`src/rtl/instr_fetch_if.sv`:
```
// Bus bundle between the Divvy fetch stage and its environment
// (sequencer, decoder, ALU condition, instruction ROM, branch-target LUT).
//
// Handshake semantics: Start is a one-cycle request accepted only in IDLE or
// HALTED; there is no ready signal because it is never back-pressured there
// and it is ignored in RUN. Done is high for as long as the core is halted
// and drops on the edge that accepts the next Start. RomRdEn qualifies
// RomAddr; the ROM presents data on RomData one edge later. InstrValid
// qualifies Instr and PC. Stall freezes fetch for the cycle it is high.
interface instr_fetch_if #(
    parameter int PC_W    = 10,
    parameter int INSTR_W = 9,
    parameter int CNT_W   = 16
);
    logic               Start;
    logic               Stall;
    logic               Branch;
    logic               BranchCond;
    logic               Halt;
    logic [PC_W-1:0]    RomAddr;
    logic               RomRdEn;
    logic [INSTR_W-1:0] RomData;
    logic [INSTR_W-1:0] Instr;
    logic               InstrValid;
    logic [PC_W-1:0]    PC;
    logic               Done;
    logic [CNT_W-1:0]   InstrCount;
    logic               LutWrEn;
    logic [3:0]         LutWrAddr;
    logic [PC_W-1:0]    LutWrData;
    logic [1:0]         fsm_state;   // debug view of the sequencer state

    modport slave (
        input  Start, Stall, Branch, BranchCond, Halt, RomData,
               LutWrEn, LutWrAddr, LutWrData,
        output RomAddr, RomRdEn, Instr, InstrValid, PC, Done, InstrCount,
               fsm_state
    );

    modport master (
        output Start, Stall, Branch, BranchCond, Halt, RomData,
               LutWrEn, LutWrAddr, LutWrData,
        input  RomAddr, RomRdEn, Instr, InstrValid, PC, Done, InstrCount,
               fsm_state
    );
endinterface

```
`src/rtl/instr_fetch.sv`:
```
// Program counter and instruction fetch for the Divvy accumulator core.
// Next-PC is combinational so the ROM address for the following instruction
// is issued in the same cycle the current one executes: one instruction per
// cycle, no bubble on taken branches.
module instr_fetch #(
    parameter int PC_W      = 10,
    parameter int INSTR_W   = 9,
    parameter int LUT_DEPTH = 16,
    parameter int CNT_W     = 16
) (
    input  logic          CLK,
    input  logic          ResetN,
    instr_fetch_if.slave  bus
);

    typedef enum logic [1:0] {
        S_IDLE   = 2'd0,
        S_RUN    = 2'd1,
        S_HALTED = 2'd2
    } state_t;

    state_t           state, state_nx;
    logic [PC_W-1:0]  pc, pc_nx;
    logic [PC_W-1:0]  rom_addr;
    logic             rom_rd_en;
    logic             instr_valid, valid_nx;
    logic             done, done_nx;
    logic             retire;
    logic             clear_cnt;
    logic             taken;
    logic [CNT_W-1:0] count;
    logic [PC_W-1:0]  lut [LUT_DEPTH];

    // Sequencer and next-PC selection: Stall beats Halt beats branch beats increment.
    always_comb begin
        state_nx  = state;
        pc_nx     = pc;
        rom_addr  = '0;
        rom_rd_en = 1'b0;
        valid_nx  = instr_valid;
        done_nx   = done;
        retire    = 1'b0;
        clear_cnt = 1'b0;
        taken     = 1'b0;
        case (state)
            S_IDLE, S_HALTED: begin
                if (bus.Start) begin
                    rom_addr  = '0;
                    rom_rd_en = 1'b1;
                    pc_nx     = '0;
                    clear_cnt = 1'b1;
                    valid_nx  = 1'b1;
                    done_nx   = 1'b0;
                    state_nx  = S_RUN;
                end
            end
            S_RUN: begin
                // Decoder and ALU inputs only matter when Instr is executable.
                if (!instr_valid || bus.Stall) begin
                    rom_rd_en = 1'b0;
                end else if (bus.Halt) begin
                    valid_nx = 1'b0;
                    done_nx  = 1'b1;
                    state_nx = S_HALTED;
                end else begin
                    taken     = bus.Branch & bus.BranchCond;
                    pc_nx     = taken ? lut[bus.RomData[3:0]] : pc + PC_W'(1);
                    rom_addr  = pc_nx;
                    rom_rd_en = 1'b1;
                    retire    = 1'b1;
                end
            end
            default: state_nx = S_IDLE;
        endcase
    end

    // Sequencer state, PC and status registers.
    always_ff @(posedge CLK or negedge ResetN) begin
        if (!ResetN) begin
            state       <= S_IDLE;
            pc          <= '0;
            instr_valid <= 1'b0;
            done        <= 1'b0;
        end else begin
            state       <= state_nx;
            pc          <= pc_nx;
            instr_valid <= valid_nx;
            done        <= done_nx;
        end
    end

    // Retired-instruction counter, cleared by Start and saturating at all-ones.
    always_ff @(posedge CLK or negedge ResetN) begin
        if (!ResetN) begin
            count <= '0;
        end else if (clear_cnt) begin
            count <= '0;
        end else if (retire && (count != {CNT_W{1'b1}})) begin
            count <= count + CNT_W'(1);
        end
    end

    // Branch-target LUT; writes are locked out while the program is running.
    always_ff @(posedge CLK or negedge ResetN) begin
        if (!ResetN) begin
            for (int i = 0; i < LUT_DEPTH; i++) begin
                lut[i] <= '0;
            end
        end else if (bus.LutWrEn && (state != S_RUN)) begin
            lut[bus.LutWrAddr] <= bus.LutWrData;
        end
    end

    // ROM request is forced quiet while reset is held, independent of the clock.
    assign bus.RomAddr    = ResetN ? rom_addr : '0;
    assign bus.RomRdEn    = ResetN & rom_rd_en;
    assign bus.Instr      = bus.RomData;
    assign bus.InstrValid = instr_valid;
    assign bus.PC         = pc;
    assign bus.Done       = done;
    assign bus.InstrCount = count;
    assign bus.fsm_state  = state;

endmodule
```
`src/flat_wrapper.sv`:
```
// flat-port wrapper written by rule: the top's interface ports become plain ports
module instr_fetch_flat 
#(
    parameter int PC_W      = 10,
    parameter int INSTR_W   = 9,
    parameter int LUT_DEPTH = 16,
    parameter int CNT_W     = 16
)
  (CLK, ResetN, bus_Start, bus_Stall, bus_Branch, bus_BranchCond, bus_Halt, bus_RomData, bus_LutWrEn, bus_LutWrAddr, bus_LutWrData, bus_RomAddr, bus_RomRdEn, bus_Instr, bus_InstrValid, bus_PC, bus_Done, bus_InstrCount, bus_fsm_state);
  instr_fetch_if #(.PC_W(PC_W), .INSTR_W(INSTR_W), .CNT_W(CNT_W)) bus_i ();
  input  logic CLK;
  input  logic ResetN;
  input wire logic [$bits(bus_i.Start)-1:0] bus_Start;
  input wire logic [$bits(bus_i.Stall)-1:0] bus_Stall;
  input wire logic [$bits(bus_i.Branch)-1:0] bus_Branch;
  input wire logic [$bits(bus_i.BranchCond)-1:0] bus_BranchCond;
  input wire logic [$bits(bus_i.Halt)-1:0] bus_Halt;
  input wire logic [$bits(bus_i.RomData)-1:0] bus_RomData;
  input wire logic [$bits(bus_i.LutWrEn)-1:0] bus_LutWrEn;
  input wire logic [$bits(bus_i.LutWrAddr)-1:0] bus_LutWrAddr;
  input wire logic [$bits(bus_i.LutWrData)-1:0] bus_LutWrData;
  output wire logic [$bits(bus_i.RomAddr)-1:0] bus_RomAddr;
  output wire logic [$bits(bus_i.RomRdEn)-1:0] bus_RomRdEn;
  output wire logic [$bits(bus_i.Instr)-1:0] bus_Instr;
  output wire logic [$bits(bus_i.InstrValid)-1:0] bus_InstrValid;
  output wire logic [$bits(bus_i.PC)-1:0] bus_PC;
  output wire logic [$bits(bus_i.Done)-1:0] bus_Done;
  output wire logic [$bits(bus_i.InstrCount)-1:0] bus_InstrCount;
  output wire logic [$bits(bus_i.fsm_state)-1:0] bus_fsm_state;
  assign bus_i.Start = bus_Start;
  assign bus_i.Stall = bus_Stall;
  assign bus_i.Branch = bus_Branch;
  assign bus_i.BranchCond = bus_BranchCond;
  assign bus_i.Halt = bus_Halt;
  assign bus_i.RomData = bus_RomData;
  assign bus_i.LutWrEn = bus_LutWrEn;
  assign bus_i.LutWrAddr = bus_LutWrAddr;
  assign bus_i.LutWrData = bus_LutWrData;
  assign bus_RomAddr = bus_i.RomAddr;
  assign bus_RomRdEn = bus_i.RomRdEn;
  assign bus_Instr = bus_i.Instr;
  assign bus_InstrValid = bus_i.InstrValid;
  assign bus_PC = bus_i.PC;
  assign bus_Done = bus_i.Done;
  assign bus_InstrCount = bus_i.InstrCount;
  assign bus_fsm_state = bus_i.fsm_state;
  instr_fetch #(.PC_W(PC_W), .INSTR_W(INSTR_W), .LUT_DEPTH(LUT_DEPTH), .CNT_W(CNT_W)) u_core (.CLK(CLK), .ResetN(ResetN), .bus(bus_i));
endmodule
```
`config.mk`:
```
export PLATFORM = sky130hd
export DESIGN_NAME = instr_fetch_flat
export DESIGN_NICKNAME = d
export VERILOG_FILES = /design/src/rtl/instr_fetch_if.sv /design/src/rtl/instr_fetch.sv /design/src/flat_wrapper.sv
export SDC_FILE = /design/constraint.sdc
export NUM_CORES = 1
export LEC_CHECK = 0
export ABC_AREA = 0
export BUFFER_PORTS_ARGS = -buffer_cell sky130_fd_sc_hd__buf_2
export CORE_MARGIN = 2
export CORE_UTILIZATION = 40
export DETAILED_ROUTE_END_ITERATION = 8
export PLACE_DENSITY = 0.65
export SETUP_SLACK_MARGIN = 0.3
export SLEW_MARGIN = 20
export SYNTH_ARGS = -nofsm -noshare
export SYNTH_HDL_FRONTEND = slang
export SYNTH_SLANG_ARGS = --single-unit
```
`constraint.sdc`:
```
create_clock -name CLK -period 2.5 [get_ports CLK]
set_input_delay 0.5 -clock CLK [delete_from_list [all_inputs] [get_ports CLK]]
set_output_delay 0.5 -clock CLK [all_outputs]
set_load 0.05 [all_outputs]
```
# Yosys cells after proc, flatten, opt, wreduce, memory -nomap -nowiden
# Index checks and enable logic that the tools add are counted.
# W data, S select, Z words.
# op_classes
n_bitwise	4
n_reduce_logical	12
eq_ne	8
mux	35
order_cmp	3
multipliers	0
shifts	0
div	0
add_sub_neg	2
# ops
op	count
$bwmux W160	1
$mux W10	11
$bmux W10 S4	1
$demux W10 S4	1
$mux W16	2
$pmux W10 S2	1
$add A16 B1 Y16 const B	1
$ne A16 B16 Y1 const B	1
$mux W1	11
$add A10 B1 Y10 const B	1
$ge A5 B5 Y1 const B	2
$not A4 Y5	2
$ne A2 B2 Y1 const B	4
$reduce_and A4 Y1	2
$mux W2	3
$pmux W1 S2	3
$lt A5 B1 Y1 const B	1
$pmux W2 S2	1
$reduce_bool A2 Y1	2
$logic_and A1 B1 Y1	3
$reduce_and A3 Y1	1
$and A1 B1 Y1	2
$eq A2 B1 Y1 const B	1
$eq A2 B2 Y1 const B	1
5 further kinds	5
# totals
ff_bits	190
elab_cells	85
output_inout_bits	50
mem_bits_rw	0
mem_bits_ro	0
mem_count	0
latchBits	0

# Depth between registers and ports, before layout
# Gate-level depths: netlist (run 1).
# logic_depth
depth_word	9
depth_mapped	8
depth_no_buf	6

# Least setup slack after synthesis (run 1)
# OpenSTA, ideal clock, no wires.
# synth_timing
path_kind	register to output
from	register u_core.state[0], in the netlist u_core.bus.fsm_state[0]
to	output bus_RomRdEn
arrival_ns	3.040
stages_incl_launch_ff	7
path_slack_ns	-1.040
cell_sequence	dfrtp_1 > clkbuf_2 > nor4b_2 > nand2_1 > clkbuf_1 > clkbuf_1 > a221oi_1
# synth_via
elab_chain_cells	4
elab_cells_between_ends	6
cone_classes	2 x eq/ne; 1 x mux; 1 x bitwise; 2 x reduce/logical
# synth_rtl
element	line_no	text
start: declaration	instr_fetch.sv:22	state_t state, state_nx;
start signal: assignment	instr_fetch.sv:85	state <= state_nx;
$eq A2 B2 Y1 or $logic_not A2 Y1 (tied branches)	instr_fetch.sv:45	case (state)
$reduce_or A2 Y1	instr_fetch.sv:45	
$pmux W1 S2 *	instr_fetch.sv:45	
$and A1 B1 Y1 *	instr_fetch.sv:116	assign bus.RomRdEn = ResetN & rom_rd_en;
end: declaration	flat_wrapper.sv:23	output wire logic [$bits(bus_i.RomRdEn)-1:0] bus_RomRdEn;
# Mark *: on every way between the ends. The rest lies on a longest branch, timed or not.

# Worst setup path after layout (run 1)
# layout_timing
from	register u_core.lut[24] (netlist bit)
to	output bus_RomAddr[4]
# layout_via
elab_chain_cells	8
# layout_rtl
element	line_no	text
start: declaration	instr_fetch.sv:32	logic [PC_W-1:0] lut [LUT_DEPTH];
start signal: indexed assignment	instr_fetch.sv:110	lut[bus.LutWrAddr] <= bus.LutWrData;
$bmux W10 S4	instr_fetch.sv:67	pc_nx = taken ? lut[bus.RomData[3:0]] : pc + PC_W'(1);
$mux W10 (implied by the code) (2 in a row)	instr_fetch.sv:67	
$mux W10	instr_fetch.sv:67	
$mux W10	instr_fetch.sv:61	end else if (bus.Halt) begin
$mux W10	instr_fetch.sv:59	if (!instr_valid || bus.Stall) begin
$mux W10	--	
$mux W10	instr_fetch.sv:115	assign bus.RomAddr = ResetN ? rom_addr : '0;
end: declaration	flat_wrapper.sv:22	output wire logic [$bits(bus_i.RomAddr)-1:0] bus_RomAddr;
# No other way between the ends. The select of a mux whose other input is x is not followed.

==> metrics.txt, run 1 <==
# TYPE chip_impl_metric gauge
chip_impl_metric{name="drt-pass1-iter-count",unit=""} 5
chip_impl_metric{name="cts_hold_buf",unit=""} 0
chip_impl_info{name="ys_top_cells_by_count",value="sky130_fd_sc_hd__dfrtp_1 (190), sky130_fd_sc_hd__mux2_2 (162), sky130_fd_sc_hd__mux2i_1 (49), sky130_fd_sc_hd__nor2_1 (35), sky130_fd_sc_hd__clkbuf_1 (22)"} 1
chip_impl_metric{name="initialDrtViolationCount",unit=""} 435
chip_impl_metric{name="grt_first_pass_wirelength",unit="um"} 36270
chip_impl_metric{name="whs",unit="ps"} 201.9
chip_impl_metric{name="remaining_drc_errors",unit=""} 0
chip_impl_metric{name="synth_nets",unit=""} 741
chip_impl_metric{name="maxCapViolCount",unit=""} 0
chip_impl_metric{name="maxSlewViolCount",unit=""} 0
chip_impl_metric{name="finished_layout_cells",unit=""} 1145
chip_impl_metric{name="buffer_ports.inserted",unit=""} 70
chip_impl_metric{name="power_density_cells",unit="mW/mm2"} 944.4
chip_impl_metric{name="syn_avg_cell_area",unit="um2"} 13.03
chip_impl_metric{name="highest_clock_rate",unit="GHz"} 0.3544
chip_impl_metric{name="synth_top_area_share",unit=""} 0.5153
chip_impl_metric{name="nets",unit=""} 880
chip_impl_info{name="most_area_consuming_cells_after_synthesis",value="sky130_fd_sc_hd__dfrtp_1 (52%), sky130_fd_sc_hd__mux2_2 (20%), sky130_fd_sc_hd__mux2i_1 (5.3%), sky130_fd_sc_hd__mux4_2 (3.9%), sky130_fd_sc_hd__xnor2_1 (1.7%)"} 1
chip_impl_info{name="setup.worst_path.class",value="reg2out"} 1
chip_impl_metric{name="synthCells",unit=""} 708
chip_impl_info{name="end_kind",value="output port"} 1
chip_impl_metric{name="clock_path_buffers",unit=""} 2
chip_impl_metric{name="setup_viol",unit=""} 8
chip_impl_metric{name="finalHoldViolCount",unit=""} 0
chip_impl_metric{name="cts_buf_count",unit=""} 17
chip_impl_metric{name="maximum_number_of_pins_on_one_net_before_global_route_repair",unit=""} 150
chip_impl_info{name="outcome",value="complete, but fails checks"} 1
chip_impl_metric{name="core_box_area",unit="mm2"} 0.02264
chip_impl_metric{name="totalNegativeSetupSlack",unit="ps"} -656.5
chip_impl_info{name="rsz0062_at_grt",value="true"} 1
chip_impl_metric{name="power.ir.vdd_worst",unit="mV"} 0.3835
chip_impl_metric{name="global_route.overflow_total",unit=""} 0
chip_impl_metric{name="latest_clock_arrival_within_the_worst_skew_pair",unit="ps"} 440
chip_impl_metric{name="tightest_pin_transition",unit="ps"} 837.3
chip_impl_info{name="clock-root-buffer",value="sky130_fd_sc_hd__clkbuf_16"} 1
chip_impl_metric{name="clock_sink_count",unit=""} 190
chip_impl_metric{name="io_pins",unit=""} 81
chip_impl_metric{name="final_antenna_net_count",unit=""} 0
chip_impl_metric{name="cp_data_required_time",unit="ps"} 2000
chip_impl_info{name="violations",value="negative setup slack"} 1
chip_impl_metric{name="post_drt_via_cell_ratio",unit=""} 5.557
chip_impl_metric{name="synth-warning-count",unit=""} 0
chip_impl_metric{name="grt.total_usage",unit=""} 0.1977
chip_impl_metric{name="antenna_found_initial",unit=""} 1
chip_impl_metric{name="slew_headroom",unit=""} 0.4418
chip_impl_metric{name="design_area",unit="mm2"} 0.01177
chip_impl_metric{name="detailedPlacementHpwl",unit="um"} 15170
chip_impl_metric{name="syn_area",unit="mm2"} 0.009228
chip_impl_metric{name="finalWorstSetupSlack",unit="ps"} -321.8
chip_impl_metric{name="gp_congestion",unit=""} 0.7957
chip_impl_metric{name="initial_core_util",unit=""} 0.4076
chip_impl_metric{name="timing.critical_path.arrival",unit="ps"} 2320
chip_impl_metric{name="skew",unit="ps"} 9.990
chip_impl_metric{name="placed_cell_area",unit="mm2"} 0.01042
chip_impl_metric{name="register_bit_total_from_synthesis",unit=""} 190
chip_impl_metric{name="period_share",unit=""} 1.129
chip_impl_metric{name="preCtsSetupSlack",unit="ps"} -334.4
chip_impl_metric{name="per_cell_routed_wire_length",unit="um"} 20.56
chip_impl_metric{name="post_synth_edffs",unit=""} 0
chip_impl_info{name="critical_path.startpoint_type",value="register"} 1
chip_impl_metric{name="fp.dieArea",unit="mm2"} 0.02430
chip_impl_metric{name="num_rows",unit=""} 55
chip_impl_info{name="most_repeated_cell_in_the_gate_level_netlist_after_synthesis",value="sky130_fd_sc_hd__dfrtp_1"} 1
chip_impl_metric{name="dieHeight",unit="um"} 155.9
chip_impl_metric{name="via_count_of_the_first_global_routing_pass",unit=""} 6211
chip_impl_info{name="clock_tree_from_tritoncts",value="yes"} 1
chip_impl_info{name="min-delay-path-class",value="in2async"} 1
chip_impl_metric{name="clkTransAtPathRegs",unit="ps"} 70
chip_impl_metric{name="power_leakage",unit="nW"} 5.358
chip_impl_metric{name="antennaDiodeCount",unit=""} 0
chip_impl_metric{name="layout-drive-gt1-share",unit=""} 0.5302
chip_impl_info{name="synth_ff_type",value="sky130_fd_sc_hd__dfrtp_1"} 1
chip_impl_metric{name="seq_area_frac_synth",unit=""} 0.5153
chip_impl_metric{name="drt_wl_total",unit="um"} 23540
chip_impl_metric{name="asyncSetResetFlopFracSynth",unit=""} 1.000
chip_impl_metric{name="ys_types",unit=""} 53
chip_impl_metric{name="fp.dieW",unit="um"} 155.9
chip_impl_metric{name="place_inst",unit=""} 1075
chip_impl_metric{name="min_period",unit="ps"} 2822
chip_impl_metric{name="route.vias.total",unit=""} 6363
chip_impl_info{name="synth_top_cell_by_area",value="sky130_fd_sc_hd__dfrtp_1"} 1
chip_impl_metric{name="ctsHtreeMaxLevel",unit=""} 4
chip_impl_metric{name="flow.area_growth_from_synthesis",unit="%"} 27.54
chip_impl_metric{name="timing.critical_path.fanout_max",unit=""} 2
where the power goes:
group,internal [mW],leakage (nW),switching (mW)
logic,1.78,2.60,1.53
registers,4.29,2.47,0.677
clock network,1.62,0.291,1.21
worst max-delay path, cell delays in order, from the launching register on:
cell,delay (ps)
sky130_fd_sc_hd__dfrtp_1,380
sky130_fd_sc_hd__mux4_2,470
sky130_fd_sc_hd__mux4_2,530
sky130_fd_sc_hd__and2_4,180
sky130_fd_sc_hd__a21oi_4,130
sky130_fd_sc_hd__nor2_4,50
sky130_fd_sc_hd__buf_6,150
registers in the layout, indices dropped and copies added (netlist names):
name / flops
u_core.lut: 160
u_core.bus.InstrCount: 16
u_core.bus.PC: 10
u_core.bus.fsm_state: 2
u_core.bus.Done: 1
u_core.bus.InstrValid: 1
per-stage QoR:
stage,total power [mW],util
global route,11.69,0.5198
global placement,7.888,0.4603
detailed placement,7.987,0.4603
floorplan,7.194,-
finish,11.11,0.5198
CTS,11.07,0.5111
path summary, 6_finish.rpt:
check,to,cells past startpoint,startpoint,slack [ps]
setup reg to reg,u_core.lut[74],6,u_core.bus.fsm_state[1],420
hold / removal,u_core.bus.PC[7],2,ResetN,200
min in group CLK,u_core.bus.Done,2,bus_Start,340
hold reg to reg,u_core.lut[128],1,u_core.lut[128],500
setup / recovery,bus_RomAddr[4],6,u_core.lut[24],-320
max in group asynchronous,u_core.lut[58],2,ResetN,1630
per-layer routing:
metal	part of all wire	up-vias	GRT usage
met4	0.014	2	0.05024
met5	0.00038	-	0
met2	0.45	148	0.2996
met3	0.042	29	0.03889
li1	-	2879	-
met1	0.49	3305	0.2920
timing repair:
action | in CTS | in global routing
resized for setup | 70 | 14
cloned | 1 | 1
buffers inserted | 21 | 15
pin swaps | 26 | 22
endpoints found under the setup margin | 11 | 26
cell usage in the layout (no fill, tap or decap), drive strengths merged, types with 2 or more instances in the layout:
cell type	instances
mux2	162
nand2b	8
a21oi	17
o21ai	14
ha	2
and3	5
bufinv	3
nor3b	3
a211o	2
a22o	2
mux4	19
buf	164
clkinv	3
a32o	2
nand4b	2
a211oi	4
clkbuf	24
inv	11
nor2b	7
and2	5
nor4	8
nor3	19
mux2i	49
nor2	44
o22ai	4
a221oi	2
o221ai	2
xnor2	18
nand2	19
nand4	7
nand3	12
dfrtp	190
a22oi	14
cell type report:
cell class                 instances  area (um2)
tap                              285       356.6
sequential                       190        4766
fill                            1907       10870
multi-input combinational        463        4578
clock buffer                      22       454.2
timing repair buffer             167        1431
clock inverter                    10       152.6
inverter                           8       30.03
cells by family after synthesis:
group,Yosys count,synth area share
AOI/OAI and AO/OA,69,0.04976
adders and majority gates,2,0.002711
buffers and inverters,55,0.03078
xor gates and xnor gates,19,0.01803
and+or+nand+nor,143,0.08502
muxes,230,0.2984
DFF,190,0.5153
Power figures use the tool's default switching activity.
==> inputs of run 2 (changes only) <==
REMOVE_ABC_BUFFERS = 1   (was default)
==> run 2 against run 1 <==
Against the previous run:
- the run still ends with negative setup slack left
- via count fell by 0.35%
- core utilization fell by 0.41 points
- combinational power rose by 2%
- clock skew fell by 0.57 ps
- critical path depth did not move
- largest cell class unchanged
==> metrics.txt, run 2 (same netlist as run 1, synthesis figures left out) <==
# TYPE chip_impl_metric gauge
chip_impl_metric{name="maxSlewViolCount",unit=""} 0
chip_impl_metric{name="regToRegSetupSlack",unit="ps"} 420
chip_impl_metric{name="post_drt_via_cell_ratio",unit=""} 5.500
chip_impl_metric{name="remaining_drc_errors",unit=""} 0
chip_impl_metric{name="route.vias.total",unit=""} 6341
chip_impl_metric{name="initialDrtViolationCount",unit=""} 413
chip_impl_metric{name="total_power",unit="mW"} 10.94
chip_impl_metric{name="highest_clock_rate",unit="GHz"} 0.3516
chip_impl_metric{name="antennaDiodeCount",unit=""} 0
chip_impl_metric{name="setup_viol",unit=""} 10
chip_impl_metric{name="ff_latch_area",unit="mm2"} 0.004758
chip_impl_info{name="outcome",value="complete, but fails checks"} 1
chip_impl_metric{name="totalNegativeSetupSlack",unit="ps"} -828.8
chip_impl_metric{name="skew",unit="ps"} 9.419
chip_impl_metric{name="latest_clock_arrival_within_the_worst_skew_pair",unit="ps"} 430
chip_impl_metric{name="io_pins",unit=""} 81
chip_impl_metric{name="fp.dieW",unit="um"} 155.9
chip_impl_metric{name="detailedPlacementHpwl",unit="um"} 15460
chip_impl_metric{name="clkPwrFrac",unit=""} 0.238
chip_impl_metric{name="buffer_ports.inserted",unit=""} 70
chip_impl_info{name="clock_tree_from_tritoncts",value="yes"} 1
chip_impl_metric{name="via_count_of_the_first_global_routing_pass",unit=""} 6441
chip_impl_metric{name="slew_headroom",unit=""} 0.5036
chip_impl_metric{name="final_util",unit=""} 0.5157
chip_impl_metric{name="final_antenna_net_count",unit=""} 0
chip_impl_metric{name="clock_path_buffers",unit=""} 2
chip_impl_info{name="final_cell_mix",value="sky130_fd_sc_hd__dfrtp_1 (187), sky130_fd_sc_hd__mux2_2 (162), sky130_fd_sc_hd__buf_4 (85)"} 1
chip_impl_info{name="critical_path.startpoint_type",value="register"} 1
chip_impl_info{name="setup.worst_path.class",value="reg2out"} 1
chip_impl_metric{name="tightest_pin_transition",unit="ps"} 744.5
chip_impl_metric{name="pwr-share-seq",unit=""} 0.455
chip_impl_info{name="violations",value="negative setup slack"} 1
chip_impl_metric{name="power_density_cells",unit="mW/mm2"} 937.2
chip_impl_metric{name="drt-pass1-iter-count",unit=""} 4
chip_impl_metric{name="switching_power",unit="mW"} 3.552
chip_impl_metric{name="power_leakage",unit="nW"} 5.323
chip_impl_metric{name="finalWorstSetupSlack",unit="ps"} -343.8
chip_impl_metric{name="fill_cells",unit=""} 1934
chip_impl_metric{name="layout-drive-gt1-share",unit=""} 0.5369
chip_impl_metric{name="core_box_area",unit="mm2"} 0.02264
chip_impl_metric{name="ctsHtreeMaxLevel",unit=""} 4
chip_impl_metric{name="multiInputGateArea",unit="mm2"} 0.004523
chip_impl_metric{name="antenna_found_initial",unit=""} 0
chip_impl_metric{name="initial_core_util",unit=""} 0.4076
chip_impl_metric{name="timing.critical_path.fanout_max",unit=""} 2
chip_impl_metric{name="cts_buf_count",unit=""} 17
chip_impl_metric{name="dieHeight",unit="um"} 155.9
chip_impl_metric{name="clkTransAtPathRegs",unit="ps"} 70
chip_impl_metric{name="timing.critical_path.arrival",unit="ps"} 2340
chip_impl_metric{name="finished_layout_cells",unit=""} 1153
chip_impl_metric{name="comb_pwr_share",unit=""} 0.307
chip_impl_metric{name="grt.total_usage",unit=""} 0.2012
chip_impl_info{name="commonest_non_fill_non_tap_cell_in_the_layout",value="sky130_fd_sc_hd__dfrtp_1"} 1
chip_impl_metric{name="grt_first_pass_wirelength",unit="um"} 37250
chip_impl_metric{name="design_area",unit="mm2"} 0.01168
chip_impl_metric{name="cp_data_required_time",unit="ps"} 2000
chip_impl_metric{name="maxCapViolCount",unit=""} 0
chip_impl_metric{name="min_period",unit="ps"} 2844
chip_impl_metric{name="fp.dieArea",unit="mm2"} 0.02430
chip_impl_metric{name="global_route.overflow_total",unit=""} 0
chip_impl_metric{name="power.ir.vdd_worst",unit="mV"} 0.5848
chip_impl_metric{name="gp_congestion",unit=""} 0.8361
chip_impl_metric{name="power_switching_share",unit=""} 0.3246
chip_impl_metric{name="finalHoldViolCount",unit=""} 0
chip_impl_metric{name="largest_register_ff_count",unit=""} 160
chip_impl_metric{name="intPower",unit="mW"} 7.391
chip_impl_metric{name="drt_wl_total",unit="um"} 23890
chip_impl_info{name="clock-root-buffer",value="sky130_fd_sc_hd__clkbuf_16"} 1
chip_impl_metric{name="placed_cell_area",unit="mm2"} 0.01026
chip_impl_info{name="end_kind",value="output port"} 1
chip_impl_metric{name="nets",unit=""} 888
chip_impl_metric{name="cts_hold_buf",unit=""} 0
chip_impl_metric{name="per_cell_routed_wire_length",unit="um"} 20.72
chip_impl_metric{name="num_rows",unit=""} 55
chip_impl_info{name="rsz0062_at_grt",value="true"} 1
chip_impl_info{name="largest_register",value="u_core.lut"} 1
chip_impl_metric{name="clock_sink_count",unit=""} 190
chip_impl_metric{name="maximum_number_of_pins_on_one_net_before_global_route_repair",unit=""} 133
chip_impl_metric{name="flow.area_growth_from_synthesis",unit="%"} 26.54
chip_impl_metric{name="period_share",unit=""} 1.138
chip_impl_metric{name="place_inst",unit=""} 1084
chip_impl_info{name="min-delay-path-class",value="in2async"} 1
[run 2: cell types whose count changed in the layout (fill, tap and decap cells not counted), moves of 3 or more]
cell	delta
sky130_fd_sc_hd__a21oi_1	-3
sky130_fd_sc_hd__a21oi_2	+3
sky130_fd_sc_hd__buf_12	-6
sky130_fd_sc_hd__buf_4	+7
sky130_fd_sc_hd__buf_6	+3
sky130_fd_sc_hd__buf_8	+4
sky130_fd_sc_hd__bufinv_16	-3
sky130_fd_sc_hd__clkbuf_1	-3
sky130_fd_sc_hd__clkinvlp_4	+3
sky130_fd_sc_hd__dfrtp_1	+6
sky130_fd_sc_hd__dfrtp_2	-6
sky130_fd_sc_hd__mux2i_1	-6
sky130_fd_sc_hd__mux2i_2	+4
sky130_fd_sc_hd__nor2_2	+3
[run 2: path summary, 6_finish.rpt]
kind / cells after the start / to / startpoint
worst max register to register: 6 / u_core.lut[125] / u_core.bus.fsm_state[1]
worst min-delay path: 2 / u_core.bus.InstrCount[0] / ResetN
worst max-delay path: 6 / bus_RomAddr[4] / u_core.lut[84]
max in group asynchronous: 3 / u_core.bus.PC[9] / ResetN
worst min register to register: 1 / u_core.lut[85] / u_core.lut[85]
min in group CLK: 2 / u_core.bus.Done / bus_Start
[run 2: metrics by stage]
stage,hold slack [ps],setup WS (ps)
final,178.5,-343.8
after global placement,480.4,-383.3
after detailed placement,486.2,-398.5
after global routing,278.0,-420.7
after CTS,248.4,-369.3
after floorplan,204.4,-856.7
[run 2: what timing repair did]
| item | CTS | global route |
|---|---|---|
| endpoints found under the setup margin | 11 | 11 |
| cloned | 0 | 2 |
| pin swaps | 24 | 21 |
| setup buffers | 22 | 13 |
| gates resized for setup | 94 | 40 |
[run 2: area by class of cell]
type,instances,share of cell area
tap,285,0.03054
clock inverter,14,0.01104
multi-input combinational,463,0.3874
timing repair buffer,175,0.1242
sequential,190,0.4075
clock buffer,18,0.03676
inverter,8,0.002572
[run 2: per-layer routing]
metal  global-route usage  vias to the layer above  part of all wire
met1               0.2901                     3263              0.47
met5                    0                        -                 0
met4              0.04893                        0             0.013
met3              0.04111                       25             0.054
li1                     -                     2881                 -
met2               0.3133                      172              0.47
[run 2: power by group through the flow]
stage / Sequential, mW / Clock (mW) / Combinational, mW
2_1_floorplan: 5.07 / 0 / 1.86
3_3_place_gp: 4.95 / 0 / 2.92
3_5_place_dp: 5.00 / 0 / 2.98
4_1_cts: 4.95 / 2.67 / 3.21
5_1_grt: 5.13 / 2.80 / 3.60
6_report: 4.98 / 2.60 / 3.36
[run 2: critical path, cell delays in order (launching register included)]
cell and delay (ps):
sky130_fd_sc_hd__dfrtp_1 400, sky130_fd_sc_hd__mux4_2 460, sky130_fd_sc_hd__mux4_2 550, sky130_fd_sc_hd__and2_4 180
sky130_fd_sc_hd__a21oi_4 100, sky130_fd_sc_hd__nor2_2 60, sky130_fd_sc_hd__buf_6 150
